File: src/rtl/bcd_multi_counter_pkg.sv
// bcd_pkg: shared BCD digit type and limits for the multi-digit counter
package bcd_pkg;
  typedef logic [3:0] bcd_t;
  localparam bcd_t BCD_MAX = 4'd9;
  localparam bcd_t BCD_MIN = 4'd0;
  localparam int MAX_DIGITS = 8;
endpackage

File: src/rtl/bcd_multi_counter_digit.sv
// bcd_digit: one registered BCD digit with load, up/down step and carry/borrow-out
module bcd_digit
  import bcd_pkg::*;
(
  input  logic Clock,
  input  logic Reset,
  input  logic step,
  input  logic up,
  input  logic load,
  input  bcd_t din,
  output bcd_t q,
  output logic co
);
  assign co = up ? q == BCD_MAX : q == BCD_MIN;
  // digit register: reset clears, load wins over step, step rolls 9<->0
  always_ff @(posedge Clock)
    if (!Reset) q <= BCD_MIN;
    else if (load) q <= din;
    else if (step) q <= up ? (q == BCD_MAX ? BCD_MIN : q + 4'd1) : (q == BCD_MIN ? BCD_MAX : q - 4'd1);
endmodule

File: src/rtl/bcd_multi_counter.sv
// bcd_multi_counter: DIGITS-wide BCD up/down counter with load; BCD_MULTI_COUNTER_SAT_EN selects saturating mode
module bcd_multi_counter
  import bcd_pkg::*;
#(
  parameter int DIGITS   = 3,
  parameter bit LOAD_FIX = 1
) (
  input  logic                Clock,
  input  logic                Reset,
  input  logic                Enable,
  input  logic                Up,
  input  logic                Load,
  input  logic [4*DIGITS-1:0] LoadVal,
  output logic [4*DIGITS-1:0] Count,
  output logic                Wrap,
  output logic                LoadErr
);
  logic [DIGITS-1:0] step, co, bad;
  logic [4*DIGITS-1:0] load_fix;
  logic adv, any_bad, load_en, hit;
  if (DIGITS < 1 || DIGITS > MAX_DIGITS) begin : g_range
    $error("DIGITS out of range");
  end
  for (genvar d = 0; d < DIGITS; d++) begin : g_dig
    assign bad[d] = LoadVal[4*d+:4] > BCD_MAX;
    assign load_fix[4*d+:4] = bad[d] ? BCD_MAX : LoadVal[4*d+:4];
    if (d > 0) begin : g_chain
      assign step[d] = step[d-1] & co[d-1];
    end
    bcd_digit u_digit (
      .Clock(Clock),
      .Reset(Reset),
      .step (step[d]),
      .up   (Up),
      .load (load_en),
      .din  (load_fix[4*d+:4]),
      .q    (Count[4*d+:4]),
      .co   (co[d])
    );
  end
  assign adv = Enable & ~Load;
  assign any_bad = |bad;
  assign load_en = Load & (LOAD_FIX | ~any_bad);
`ifdef BCD_MULTI_COUNTER_SAT_EN
  logic near0;
  assign near0 = Up ? Count[3:0] == BCD_MAX - 4'd1 : Count[3:0] == BCD_MIN + 4'd1;
  assign step[0] = adv & ~&co;
  assign hit = adv & near0 & &(co | DIGITS'(1));
`else
  assign step[0] = adv;
  assign hit = step[DIGITS-1] & co[DIGITS-1];
`endif
  // status pulses: Wrap on roll-over/limit hit, LoadErr on any invalid loaded nibble
  always_ff @(posedge Clock)
    if (!Reset) begin
      Wrap <= 1'b0;
      LoadErr <= 1'b0;
    end else begin
      Wrap <= hit;
      LoadErr <= Load & any_bad;
    end
endmodule

File: config.mk
export PLATFORM = sky130hd
export DESIGN_NAME = bcd_multi_counter
export DESIGN_NICKNAME = d
export VERILOG_FILES = /design/src/rtl/bcd_multi_counter_pkg.sv /design/src/rtl/bcd_multi_counter_digit.sv /design/src/rtl/bcd_multi_counter.sv
export SDC_FILE = /design/constraint.sdc
export NUM_CORES = 1
export LEC_CHECK = 0
export CORE_MARGIN = 1.5
export CORE_UTILIZATION = 52
export CTS_CLUSTER_SIZE = 40
export DETAILED_ROUTE_END_ITERATION = 12
export HOLD_SLACK_MARGIN = 0.1
export PLACE_DENSITY_LB_ADDON = 0.12
export SYNTH_ARGS = -nofsm -noshare
export SYNTH_HDL_FRONTEND = slang
export SYNTH_HIERARCHICAL = 1
export SYNTH_SLANG_ARGS = --single-unit
File: constraint.sdc
create_clock -name Clock -period 5.2 [get_ports Clock]
set_clock_uncertainty 0.2 [all_clocks]
set_input_delay 0.52 -clock Clock [delete_from_list [all_inputs] [get_ports Clock]]
set_output_delay 0.52 -clock Clock [all_outputs]
set_load 0.02 [all_outputs]
==> impl_metrics.yaml <==
status:
  run_status: "completed"
route:
  routed_wl_um: 2710
  post_drt_wl_per_cell_um: 13.8
  dr.pass1.iters: 4
  first_iter_violations: 16
  route.detailed.drc: 0
  num_vias: 1126
  antenna_left: 0
  avgViaCountPerCell: 5.74
die:
  die_h_um: 51.2
  start_util: 0.546
  ioPinCount: 31
  die_x_um: 51.2
  placementRows: 17
  coreArea_mm2: 0.00221
  dieArea_mm2: 0.00262
logic_synthesis:
  synthMuxAreaShare: 0.0249
  syn_nets: 160
  yosysMostFrequentCell: "dfxtp_1"
  synth-edff-count: 0
  synth_fa_ha_area_frac: 0
  async_reset_ff_frac: 0
  yosysSeqAreaShare: 0.232
  synth-xor-area-share: 0.0653
  synth-simple-area-share: 0.321
  synth_top_family_by_area: "simple AND/OR/NAND/NOR gates"
  avgSynthCellArea_um2: 8.44
  synth_top_area_frac: 0.232
  synth_top_area_cell: "dfxtp_1"
  syn_area_mm2: 0.00121
  netlist_instances: 143
  synth_compound_area_frac: 0.273
  synth.top_cells.by_count: "dfxtp_1 (14), a21oi_1 (12), o21ai_0 (12)"
  synth_area_leaders: "dfxtp_1 (23%), buf_6 (5.6%), and2b_2 (5.1%)"
  yosys_warnings: 6
  ys_dominant_reg_cell: "dfxtp_1"
  synth_cell_types: 31
  synth_seq_cells: 14
finish:
  n_antenna_cell: 0
  syn_to_final_growth_pct: 24.2
  stdcell_count: 196
  nets: 186
  postLayoutCoreUtil: 0.678
  fill_cells: 209
  drive_gt1_frac: 0.155
  stdcell_area_mm2: 0.00150
timing:
  slew-limit-headroom: 0.388
  fin_ws_ps: 2150
  finalSetupTns_ps: 0
  finalHoldViolCount: 0
  slew_viol_final: 0
  worst_pin_slew_ps: 916
  period_share: 0.586
  setup_viol: 0
  period_minus_slack_ps: 3050
  rsz0062_at_grt: "false"
  fin_hold_ws_ps: 430
  fmax_mhz: 328
clock_network:
  clock_latency_ps: 280
  post_cts_resized: 0
  path_clk_slew_ps: 80
  cts_tree: "yes"
  root_buffer: "clkbuf_4"
  cts_buffer_depth: 2
  cts_made_buffers: 3
  holdBufCountCts: 0
  h-tree-depth: 1
  clkSinkCount: 14
  postCtsSetupBuffers: 0
critical_path:
  cp_common_cell: "o211ai_1"
  crit_path_max_incr_delay_ps: 880
  worstPathMaxFanout: 24
  crit_buf_inv: 1
  r2r_slack_ps: 2920
  cp.arrival_ps: 3020
  cpMaxStageDelayCell: "clkdlybuf4s50_1"
  crit_type: "in -> reg"
  worstPathCellList: "clkdlybuf4s50_1 > or3_1 > a211oi_1 > and4b_1 > and2b_2 > o211ai_1 > o211ai_1 > a21oi_1"
  cp-start-kind: "input pin"
  path_delay_family: "simple AND/OR/NAND/NOR gates"
  end_kind: "register"
  cp.required_ps: 5170
place:
  dpl_cell_area_mm2: 0.00146
  placedCellCount: 192
  routabilityCongestion: 0.751
  dp_slack_ps: 1890
  dp_hpwl_um: 1960
  io_buffers: 30
global_routing:
  gr-total-overflow: 0
  grt_pass1_wl_um: 4800
  antenna_found_initial: 0
  grt_pass1_vias: 1114
  grt_start_max_net_pins: 25
  grtUsageTotal: 0.241
min_path:
  hp-class: "reg -> reg"
power_and_ir_drop:
  leakage_nw: 0.592
  worst_ir_drop_vdd_mv: 0.203
  power.density_mw_per_mm2: 202
  finalPower_mw: 0.303
job:
  max-cap-violations: 0
## layer usage
metal / share of wire / vias up / GRT usage
met5: 0 / - / 0
met4: 0.0048 / 0 / 0.0360
met3: 0.044 / 2 / 0.0526
met2: 0.49 / 28 / 0.433
met1: 0.46 / 513 / 0.298
li1: - / 583 / -
## worst paths after layout
check	start	to	cells after the start
worst min-delay path	g_dig[2].u_digit/q[2]	g_dig[2].u_digit/q[2]	2
worst min register to register	g_dig[2].u_digit/q[2]	g_dig[2].u_digit/q[2]	2
worst max-delay path	Up	g_dig[2].u_digit/q[2]	8
worst max register to register	g_dig[1].u_digit/q[0]	g_dig[2].u_digit/q[2]	7
## cell usage in the layout, fill, tap and decap left out, drive strengths merged, types with 6 or more instances in the layout
cell | Yosys | layout
nand2 | 7 | 7
o21ai | 12 | 12
inv | 6 | 6
dfxtp | 14 | 14
a21oi | 12 | 12
xnor2 | 6 | 6
nor3 | 9 | 9
clkdlybuf4s50 | 0 | 30
and2b | 7 | 7
nor2b | 6 | 6
o211ai | 6 | 6
## cell type report
cell class              instances  area, um2  area share
well taps                      28       35.0      0.0234
inverters                       6       22.5      0.0150
repair buffers                 30        300       0.200
clock buffers                   4       36.3      0.0242
flip-flops and latches         14        280       0.187
multi-input cells             114        826       0.550
## report_power, final
part           total [mW]  switching, mW  leakage, nW  internal [mW]
logic              0.0904         0.0414        0.454         0.0491
clock network      0.0785         0.0359       0.0210         0.0426
registers           0.135         0.0199        0.116          0.115
## sequential cells by signal, indices dropped and copies added (netlist names)
name and flops:
LoadErr 1, Wrap 1, g_dig.u_digit/q 12
## kinds of logic after synthesis
logic type	count (synthesis)
DFF	14
and+or+nand+nor	53
xor gates and xnor gates	9
AOI/OAI and AO/OA	49
muxes	3
buffers and inverters	15
## worst reg2reg max path: cells and delay by family (launching register included)
family,cells,cell delay (ps)
AND/OR/NAND/NOR,3,1010
AO/OA/AOI/OAI,4,490
flip-flops,1,460
(Power assumes the default switching activity.)
